==> config.mk <==
export PLATFORM = sky130hd
export DESIGN_NAME = weight_tile_loader_flat
export DESIGN_NICKNAME = d
export VERILOG_FILES = /design/src/rtl/weight_tile_loader_if.sv /design/src/rtl/weight_tile_loader.sv /design/src/flat_wrapper.sv
export SDC_FILE = /design/constraint.sdc
export NUM_CORES = 1
export LEC_CHECK = 0
export CAP_MARGIN = 20
export CORE_MARGIN = 3
export CORE_UTILIZATION = 60
export DETAILED_ROUTE_END_ITERATION = 10
export DONT_BUFFER_PORTS = 1
export GPL_ROUTABILITY_DRIVEN = 1
export PLACE_DENSITY = 0.87
export RECOVER_POWER = 50
export SETUP_SLACK_MARGIN = 0.1
export SLEW_MARGIN = 20
export SYNTH_ARGS = -nofsm -noshare
export SYNTH_HDL_FRONTEND = slang
export SYNTH_SLANG_ARGS = --single-unit
==> constraint.sdc <==
create_clock -name clk -period 4.5 [get_ports clk]
set_input_delay 0.675 -clock clk [delete_from_list [all_inputs] [get_ports clk]]
set_output_delay 0.675 -clock clk [all_outputs]
set_load 0.05 [all_outputs]
==> src/rtl/weight_tile_loader_if.sv <==
`default_nettype none
// ============================================================================
// Module      : weight_tile_loader_if
// Description : Command, byte-stream and weight-FIFO signals of the weight
//               tile loader, bundled with master (host) and slave (loader)
//               views.
// Revision    : 1.0 - initial release
// ============================================================================
interface weight_tile_loader_if;
    logic        start;
    logic [7:0]  num_tiles;
    logic        in_valid;
    logic [7:0]  in_data;
    logic        in_ready;
    logic [63:0] wt_fifo_data;
    logic        wt_fifo_wr;
    logic        busy;
    logic        done;
    logic [7:0]  tile_count;
    logic        chk_err;

    modport master (
        output start, num_tiles, in_valid, in_data,
        input  in_ready, wt_fifo_data, wt_fifo_wr, busy, done, tile_count, chk_err
    );

    modport slave (
        input  start, num_tiles, in_valid, in_data,
        output in_ready, wt_fifo_data, wt_fifo_wr, busy, done, tile_count, chk_err
    );
endinterface
`default_nettype wire

==> src/rtl/weight_tile_loader.sv <==
`default_nettype none
// ============================================================================
// Module      : weight_tile_loader
// Description : Packs a byte stream into weight rows (byte k in bits
//               [8k+7:8k]), pushes one row per FIFO strobe and counts rows
//               into tiles until the commanded tile count is reached.
//               Optional feature macro: WEIGHT_LOADER_CHECKSUM_EN adds a
//               per-tile XOR trailer byte and a sticky chk_err flag.
// Revision    : 1.0 - initial release
// ============================================================================
module weight_tile_loader #(
    parameter int ROWS_PER_TILE = 3,
    parameter int BYTES_PER_ROW = 3
) (
    input  logic                 clk,
    input  logic                 rst,
    weight_tile_loader_if.slave  ldr
);

    localparam int                 c_ROW_W     = (ROWS_PER_TILE > 1) ? $clog2(ROWS_PER_TILE) : 1;
    localparam logic [c_ROW_W-1:0] c_LAST_ROW  = c_ROW_W'(ROWS_PER_TILE - 1);
    localparam logic [2:0]         c_LAST_BYTE = 3'(BYTES_PER_ROW - 1);

    localparam logic [2:0] c_ST_IDLE    = 3'd0;
    localparam logic [2:0] c_ST_COLLECT = 3'd1;
    localparam logic [2:0] c_ST_PUSH    = 3'd2;
    localparam logic [2:0] c_ST_DONE    = 3'd3;
`ifdef WEIGHT_LOADER_CHECKSUM_EN
    localparam logic [2:0] c_ST_CHECK   = 3'd4;
`endif

    typedef enum logic [2:0] {
        ST_IDLE    = c_ST_IDLE,
        ST_COLLECT = c_ST_COLLECT,
        ST_PUSH    = c_ST_PUSH,
        ST_DONE    = c_ST_DONE
`ifdef WEIGHT_LOADER_CHECKSUM_EN
        , ST_CHECK = c_ST_CHECK
`endif
    } state_t;

    state_t             r_state,      w_state_next;
    logic [2:0]         r_byte_idx,   w_byte_idx_next;
    logic [c_ROW_W-1:0] r_row_idx,    w_row_idx_next;
    logic [7:0]         r_target,     w_target_next;
    logic [7:0]         r_tile_count, w_tile_count_next;
    logic [63:0]        r_row,        w_row_next;
    logic               r_wr,         w_wr_next;
    logic               r_busy,       w_busy_next;
    logic               r_done,       w_done_next;
`ifdef WEIGHT_LOADER_CHECKSUM_EN
    logic [7:0]         r_xor,        w_xor_next;
    logic               r_chk_err,    w_chk_err_next;
`endif

    logic w_in_ready;
    logic w_xfer;
    logic w_start_ok;
    logic w_last_tile;

`ifdef WEIGHT_LOADER_CHECKSUM_EN
    assign w_in_ready = (r_state == ST_COLLECT) || (r_state == ST_CHECK);
`else
    assign w_in_ready = (r_state == ST_COLLECT);
`endif
    assign w_xfer      = ldr.in_valid && w_in_ready;
    // busy also blocks the IDLE cycle that follows a zero-tile done pulse
    assign w_start_ok  = ldr.start && (r_state == ST_IDLE) && !r_busy;
    assign w_last_tile = ((r_tile_count + 8'd1) == r_target);

    // Next-state and next-output decode; every register holds unless changed
    always_comb begin
        w_state_next      = r_state;
        w_byte_idx_next   = r_byte_idx;
        w_row_idx_next    = r_row_idx;
        w_target_next     = r_target;
        w_tile_count_next = r_tile_count;
        w_row_next        = r_row;
        w_wr_next         = 1'b0;
        w_done_next       = 1'b0;
        w_busy_next       = r_busy && !r_done;
`ifdef WEIGHT_LOADER_CHECKSUM_EN
        w_xor_next        = r_xor;
        w_chk_err_next    = r_chk_err;
`endif
        case (r_state)
            ST_IDLE: begin
                if (w_start_ok) begin
                    w_busy_next       = 1'b1;
                    w_tile_count_next = 8'd0;
                    w_byte_idx_next   = 3'd0;
                    w_row_idx_next    = '0;
`ifdef WEIGHT_LOADER_CHECKSUM_EN
                    w_xor_next        = 8'd0;
                    w_chk_err_next    = 1'b0;
`endif
                    if (ldr.num_tiles == 8'd0) begin
                        w_state_next = ST_DONE;
                    end else begin
                        w_target_next = ldr.num_tiles;
                        w_state_next  = ST_COLLECT;
                    end
                end
            end
            ST_COLLECT: begin
                if (w_xfer) begin
                    // first byte of a row wipes the previous row so stale lanes never leak
                    if (r_byte_idx == 3'd0) begin
                        w_row_next = 64'd0;
                    end
                    w_row_next[{r_byte_idx, 3'b000} +: 8] = ldr.in_data;
`ifdef WEIGHT_LOADER_CHECKSUM_EN
                    w_xor_next = r_xor ^ ldr.in_data;
`endif
                    w_byte_idx_next = r_byte_idx + 3'd1;
                    if (r_byte_idx == c_LAST_BYTE) begin
                        w_wr_next    = 1'b1;
                        w_state_next = ST_PUSH;
                    end
                end
            end
            ST_PUSH: begin
                w_byte_idx_next = 3'd0;
                if (r_row_idx == c_LAST_ROW) begin
                    w_row_idx_next    = '0;
                    w_tile_count_next = r_tile_count + 8'd1;
`ifdef WEIGHT_LOADER_CHECKSUM_EN
                    w_state_next = ST_CHECK;
`else
                    w_done_next  = w_last_tile;
                    w_state_next = w_last_tile ? ST_DONE : ST_COLLECT;
`endif
                end else begin
                    w_row_idx_next = r_row_idx + c_ROW_W'(1);
                    w_state_next   = ST_COLLECT;
                end
            end
`ifdef WEIGHT_LOADER_CHECKSUM_EN
            ST_CHECK: begin
                if (w_xfer) begin
                    if (ldr.in_data != r_xor) begin
                        w_chk_err_next = 1'b1;
                    end
                    w_xor_next = 8'd0;
                    // tile_count was already bumped in PUSH
                    if (r_tile_count == r_target) begin
                        w_done_next  = 1'b1;
                        w_state_next = ST_DONE;
                    end else begin
                        w_state_next = ST_COLLECT;
                    end
                end
            end
`endif
            ST_DONE: begin
                // a data-carrying command raised done on entry; the zero-tile path raises it here
                w_done_next  = !r_done;
                w_state_next = ST_IDLE;
            end
            default: begin
                w_state_next = ST_IDLE;
            end
        endcase
    end

    // State and registered outputs, synchronous active-high reset
    always_ff @(posedge clk) begin
        if (rst) begin
            r_state      <= ST_IDLE;
            r_byte_idx   <= 3'd0;
            r_row_idx    <= '0;
            r_target     <= 8'd0;
            r_tile_count <= 8'd0;
            r_row        <= 64'd0;
            r_wr         <= 1'b0;
            r_busy       <= 1'b0;
            r_done       <= 1'b0;
`ifdef WEIGHT_LOADER_CHECKSUM_EN
            r_xor        <= 8'd0;
            r_chk_err    <= 1'b0;
`endif
        end else begin
            r_state      <= w_state_next;
            r_byte_idx   <= w_byte_idx_next;
            r_row_idx    <= w_row_idx_next;
            r_target     <= w_target_next;
            r_tile_count <= w_tile_count_next;
            r_row        <= w_row_next;
            r_wr         <= w_wr_next;
            r_busy       <= w_busy_next;
            r_done       <= w_done_next;
`ifdef WEIGHT_LOADER_CHECKSUM_EN
            r_xor        <= w_xor_next;
            r_chk_err    <= w_chk_err_next;
`endif
        end
    end

    assign ldr.in_ready     = w_in_ready;
    assign ldr.wt_fifo_data = r_row;
    assign ldr.wt_fifo_wr   = r_wr;
    assign ldr.busy         = r_busy;
    assign ldr.done         = r_done;
    assign ldr.tile_count   = r_tile_count;
`ifdef WEIGHT_LOADER_CHECKSUM_EN
    assign ldr.chk_err      = r_chk_err;
`else
    assign ldr.chk_err      = 1'b0;
`endif

endmodule
`default_nettype wire

==> src/flat_wrapper.sv <==
// flat-port wrapper written by rule: the top's interface ports become plain ports
module weight_tile_loader_flat 
#(
    parameter int ROWS_PER_TILE = 3,
    parameter int BYTES_PER_ROW = 3
)
  (clk, rst, ldr_start, ldr_num_tiles, ldr_in_valid, ldr_in_data, ldr_in_ready, ldr_wt_fifo_data, ldr_wt_fifo_wr, ldr_busy, ldr_done, ldr_tile_count, ldr_chk_err);
  weight_tile_loader_if ldr_i ();
  input  logic clk;
  input  logic rst;
  input wire logic [$bits(ldr_i.start)-1:0] ldr_start;
  input wire logic [$bits(ldr_i.num_tiles)-1:0] ldr_num_tiles;
  input wire logic [$bits(ldr_i.in_valid)-1:0] ldr_in_valid;
  input wire logic [$bits(ldr_i.in_data)-1:0] ldr_in_data;
  output wire logic [$bits(ldr_i.in_ready)-1:0] ldr_in_ready;
  output wire logic [$bits(ldr_i.wt_fifo_data)-1:0] ldr_wt_fifo_data;
  output wire logic [$bits(ldr_i.wt_fifo_wr)-1:0] ldr_wt_fifo_wr;
  output wire logic [$bits(ldr_i.busy)-1:0] ldr_busy;
  output wire logic [$bits(ldr_i.done)-1:0] ldr_done;
  output wire logic [$bits(ldr_i.tile_count)-1:0] ldr_tile_count;
  output wire logic [$bits(ldr_i.chk_err)-1:0] ldr_chk_err;
  assign ldr_i.start = ldr_start;
  assign ldr_i.num_tiles = ldr_num_tiles;
  assign ldr_i.in_valid = ldr_in_valid;
  assign ldr_i.in_data = ldr_in_data;
  assign ldr_in_ready = ldr_i.in_ready;
  assign ldr_wt_fifo_data = ldr_i.wt_fifo_data;
  assign ldr_wt_fifo_wr = ldr_i.wt_fifo_wr;
  assign ldr_busy = ldr_i.busy;
  assign ldr_done = ldr_i.done;
  assign ldr_tile_count = ldr_i.tile_count;
  assign ldr_chk_err = ldr_i.chk_err;
  weight_tile_loader #(.ROWS_PER_TILE(ROWS_PER_TILE), .BYTES_PER_ROW(BYTES_PER_ROW)) u_core (.clk(clk), .rst(rst), .ldr(ldr_i));
endmodule
Word-level counts from Yosys, hierarchy flattened:

Index checks and enable logic that the tools add are counted.

* add/sub/neg operators: 4
* equal/unequal tests: 10
* shift operators: 2
* mux-type cells: 25
* bitwise logic cells: 3
* reduce and logical (&&, ||, !) cells: 18

Operators with widths (count)
* $mux 64: 3
* $bwmux 64: 1
* $shift 8x8->64 const A: 1
* $shiftx 8x8->64: 1
* $mux 3: 6
* $pmux 3 s3: 2
* $mux 8: 2
* $pmux 8 s2: 1
* $reduce_and 3->1: 4
* $eq 3x2->1 const B: 3
* $add 8x1->8 const B: 1
* $eq 8x8->1: 1
* $logic_not 8->1: 1
* $mux 2: 4
* $neg 6->8: 1
* $logic_not 3->1: 2
* $logic_and 1x1->1: 4
* $mux 1: 4
* $ne 2x1->1 const B: 2
* $ne 2x2->1 const B: 2
* $pmux 2 s2: 1
* $reduce_and 2->1: 2
* $add 3x1->3 const B: 1
* $eq 3x1->1 const B: 1
* other kinds (8): 11

* flip-flop bits (word level): 91
* bits of input ports: 20

Longest topological paths before layout:

* depth after elaboration: 5
* mapped depth: 9

Least setup slack after synthesis:

OpenSTA, ideal clock, no wires.

* kind: reg2reg
* start point: register u_core.r_tile_count[0] (netlist: u_core.ldr.tile_count[0])
* end point: register u_core.r_done (netlist: u_core.ldr.done)
* setup time: 0.125 ns
* data arrival time: 2.082 ns
* required time: 4.375 ns
* path slack: 2.293 ns
* stages on the path, launching flop included: 7
* period minus slack after synthesis: 2.207 ns
* path through: dfxtp_1 -> ha_1 -> nand3_2 -> or3_4 -> and3b_2 -> o2111ai_2 -> o31ai_2

* word-level cells in the longest chain between the ends: 4

Ends and longest elaborated chain
* start: declaration: RTL line weight_tile_loader.sv:46 `logic [7:0] r_tile_count, w_tile_count_next;`
* start signal: assignment: RTL line weight_tile_loader.sv:187 `r_tile_count <= w_tile_count_next;`
* $add 8x1->8: RTL line weight_tile_loader.sv:69 `assign w_last_tile = ((r_tile_count + 8'd1) == r_target);`
* $eq 8x8->1: RTL line weight_tile_loader.sv:69
* $mux 1: RTL line weight_tile_loader.sv:124 `if (r_row_idx == c_LAST_ROW) begin`
* $pmux 1 s2: RTL line weight_tile_loader.sv:86 `case (r_state)`
* end signal: assignment: RTL line weight_tile_loader.sv:191 `r_done <= w_done_next;`
* end: declaration: RTL line weight_tile_loader.sv:50 `logic r_done, w_done_next;`

No other way between the ends.
A chain may end at the register's enable or synchronous reset.

Worst setup path in the final report:

* start point: register u_core.r_byte_idx[0]
* end point: register u_core.r_row[14] (netlist: u_core.ldr.wt_fifo_data[14])

* word-level cells in the longest chain between the ends: 5
* elaborated cells between the ends (all ways): 8
* classes of those cells: add/sub: 1; shift: 2; mux: 4; reduce/logical: 1

Ends and longest elaborated chain
* start: declaration: RTL line weight_tile_loader.sv:43 `logic [2:0] r_byte_idx, w_byte_idx_next;`
* start signal: assignment: RTL line weight_tile_loader.sv:184 `r_byte_idx <= w_byte_idx_next;`
* branches (longest 4 deep; another with $neg 6->8)
* $bwmux 64 (*): RTL line weight_tile_loader.sv:111 `w_row_next[{r_byte_idx, 3'b000} +: 8] = ldr.in_data;`
* end signal: assignment: RTL line weight_tile_loader.sv:188 `r_row <= w_row_next;`
* end: declaration: RTL line weight_tile_loader.sv:47 `logic [63:0] r_row, w_row_next;`

Mark *: on every way between the ends. The select of a mux whose other input is x is not followed.

==> flow_summary.ini <==
[layout]
area_growth_pct = 4.004
drive_above_1_share = 0.1037
antenna_cells = 0
fill_cells = 488
fin_nets = 428
final_cell_area_sq_um = 3965

[sta]
rsz0062_at_grt = false
worstMarginPinSlew_ps = 1062
fin_skew_ps = 9.602
min_period_over_period = 0.5576
final_max_slew_viol_count = 0
fmax_mhz = 398.5
setup_viol = 0
fin_crit_ps = 2509
worst_slack_ps = 1991
fin_setup_tns_ps = 0
slew_headroom = 0.2904
hold_viol_final = 0

[global_route]
grt_max_degree = 91
antenna_found_initial = 0
overflow = 0
grtUsageTotal = 0.2528
grt_pass1_wl_um = 14810
grt_pass1_vias = 2887

[power]
seqPwrFrac = 0.564
p_comb_frac = 0.073
power.density_nw_per_um2 = 377.3
clockPowerShare = 0.364
p_int_uw = 1108
leakage_uw = 0.001354
switching_share = 0.2595
switchingPower_uw = 388.1
irDropWorstVdd_mv = 0.2628

[die]
num_rows = 28
start_util = 0.6327
dieArea_sq_um = 7346
io_pins = 97
die_w_um = 85.71
coreArea_sq_um = 6026
die-height_um = 85.71

[synth]
seq_area_frac_synth = 0.4726
synth_top_area_cell = dfxtp_1
synth_nets = 442
synth_area_leaders = dfxtp_1, a22oi_1, nor2_1
synth.avg_cell_area_sq_um = 9.187
yosys_warnings = 0
syn_inst = 415
netlist_area_sq_um = 3812
synth_cell_types = 64
ys.flop_type = dfxtp_1
async_flop_share = 0
synth-edff-count = 0
synth_top_area_share = 0.4726
synth_seq_cells = 90

[clock_network]
clk_pin_slew_ps = 90
cts_tree = yes
cts_resized = 0
cts_made_buffers = 9
cts.sinks = 90
postCtsHoldBufs = 0
post_cts_buffers = 0
clock_latency_ps = 360
clockBufferDepth = 2
clockRootBuffer = clkbuf_8
h-tree-depth = 3

[route]
post_drt_wl_per_cell_um = 19.11
viasPerCell = 6.371
num_vias = 3058
drc = 0
detail_route.iter0.violations = 195
postRouteAntennaNets = 0
drt-total-wl_um = 9172
drt_pass1_iterations = 5

[job]
cap_violations = 0

[critical_path]
cp_slowest_stage_delay_ps = 520
startpoint_type = flop
worstPathMaxFanout = 10
crit_slowest_cell = dfxtp_1
path_cells = inv_1 -> ha_1 -> ha_1 -> and4bb_1 -> nand4_1 -> nor2_1 -> a22oi_1 -> nor2_1
worst-setup-path-type = flop to flop
crit_arrival_ps = 2800
cp_top_family = simple AND/OR/NAND/NOR gates
required_ps = 4790
path_buf_inv = 1
endpoint_kind = flop

[placed_design]
port_buffers = 0
place_area_sq_um = 3777
gp_congestion = 0.9215
post-place-ws_ps = 2062
hpwl_um = 6335

[run_status]
outcome = completed

[min_path]
hp-class = input port to flop
[sequential cells by signal (all words and copies together), names as in the netlist]
signal                   cells
u_core.r_target              8
u_core.ldr.done              1
u_core.r_state               2
u_core.r_byte_idx            3
u_core.ldr.tile_count        8
u_core.ldr.wt_fifo_wr        1
u_core.r_row_idx             2
u_core.ldr.busy              1
u_core.ldr.wt_fifo_data     64
[cell usage in the layout (no fill, tap or decap), types with 2 or more instances in the layout]
master | synthesis | routed
xnor2_1 | 6 | 6
and2_1 | 2 | 2
nor3_4 | 2 | 2
or4_1 | 3 | 3
dfxtp_1 | 90 | 90
xor2_1 | 2 | 2
a22oi_1 | 65 | 65
nand3_2 | 2 | 2
o21ai_0 | 8 | 8
nor3b_1 | 4 | 4
a21oi_1 | 16 | 17
clkbuf_8 | 1 | 9
nand2b_1 | 4 | 4
mux2i_1 | 6 | 6
nand2_2 | 2 | 2
nor2b_1 | 3 | 3
o21bai_1 | 2 | 2
o31ai_2 | 2 | 2
or3_1 | 6 | 6
nor4_1 | 2 | 2
and2_2 | 2 | 2
a31oi_1 | 2 | 2
nor3_1 | 4 | 4
nor2_1 | 84 | 84
a21o_1 | 3 | 3
inv_1 | 6 | 6
nand4_1 | 2 | 2
nand3_1 | 3 | 3
nor2_2 | 4 | 4
o21ai_1 | 3 | 3
inv_6 | 0 | 2
ha_1 | 7 | 7
nand2_1 | 14 | 14
[logic make-up after synthesis]
logic type	after synthesis	synth area share
multiplexers	6	0.01575
buffers and inverters	31	0.03971
XOR/XNOR	8	0.01838
other	1	0.0009836
flip-flops	90	0.4726
AND/OR/NAND/NOR	160	0.2199
adder cells (fa/ha/maj)	7	0.02297
AO/OA/AOI/OAI	112	0.2097
[synth_stat cells, types with 2 or more instances]
| master | n |
|---|---|
| dfxtp_1 | 90 |
| nor2_1 | 84 |
| a22oi_1 | 65 |
| clkbuf_1 | 17 |
| a21oi_1 | 16 |
| nand2_1 | 14 |
| o21ai_0 | 8 |
| ha_1 | 7 |
| inv_1 | 6 |
| mux2i_1 | 6 |
| or3_1 | 6 |
| xnor2_1 | 6 |
| buf_4 | 4 |
| nand2b_1 | 4 |
| nor2_2 | 4 |
| nor3_1 | 4 |
| nor3b_1 | 4 |
| a21o_1 | 3 |
| nand3_1 | 3 |
| nor2b_1 | 3 |
| o21ai_1 | 3 |
| or4_1 | 3 |
| a21oi_2 | 2 |
| a31oi_1 | 2 |
| and2_1 | 2 |
| and2_2 | 2 |
| buf_2 | 2 |
| nand2_2 | 2 |
| nand3_2 | 2 |
| nand4_1 | 2 |
| nor3_4 | 2 |
| nor4_1 | 2 |
| o21bai_1 | 2 |
| o31ai_2 | 2 |
| xor2_1 | 2 |
[through the flow]
step / std cells / hold WS, ps / util / total power (uW)
3_3_place_gp: 465 / 476.9 / 0.6269 / 964.8
6_report: 480 / 370.9 / 0.6580 / 1496
2_1_floorplan: 415 / 462.2 / - / 968.3
5_1_grt: 480 / 361.2 / 0.6580 / 1544
3_5_place_dp: 465 / 488.1 / 0.6269 / 969.1
4_1_cts: 480 / 365.3 / 0.6586 / 1497
[area by class of cell]
| type | count | area (sq um) | area share |
|---|---|---|---|
| clock inverters | 5 | 63.81 | 0.01609 |
| well taps | 75 | 93.84 | 0.02367 |
| clock buffers | 10 | 127.6 | 0.03219 |
| inverters | 6 | 22.52 | 0.005680 |
| flip-flops and latches | 90 | 1802 | 0.4544 |
| multi-input cells | 294 | 1856 | 0.4680 |
[path summary, 6_finish.rpt]
kind,depth (start not counted),end,startpoint,slack [ps]
min reg2reg,2,u_core.r_target[1]$_SDFFE_PP0P_,u_core.r_target[1]$_SDFFE_PP0P_,500
max reg2reg,8,u_core.ldr.wt_fifo_data[14]$_SDFFE_PP0P_,u_core.r_byte_idx[0]$_SDFFE_PP0P_,1990
min,1,u_core.r_target[2]$_SDFFE_PP0P_,rst,370
max,8,u_core.ldr.wt_fifo_data[14]$_SDFFE_PP0P_,u_core.r_byte_idx[0]$_SDFFE_PP0P_,1990
[per-layer routing]
layer	part of all wire	wire, um	global-route usage
met1	0.39	3571	0.3147
met2	0.49	4454	0.4025
met3	0.10	962	0.08742
met4	0.020	182	0.1007
met5	0	0	0
[power by group through the flow]
stage / combinational (uW) / clock [uW] / sequential [uW]
after floorplan: 115 / 0 / 854
after global placement: 105 / 0 / 860
after detailed placement: 108 / 0 / 861
after CTS: 109 / 546 / 843
after global routing: 120 / 579 / 845
final: 109 / 544 / 843
No activity file was read; power rests on OpenSTA's default activity.
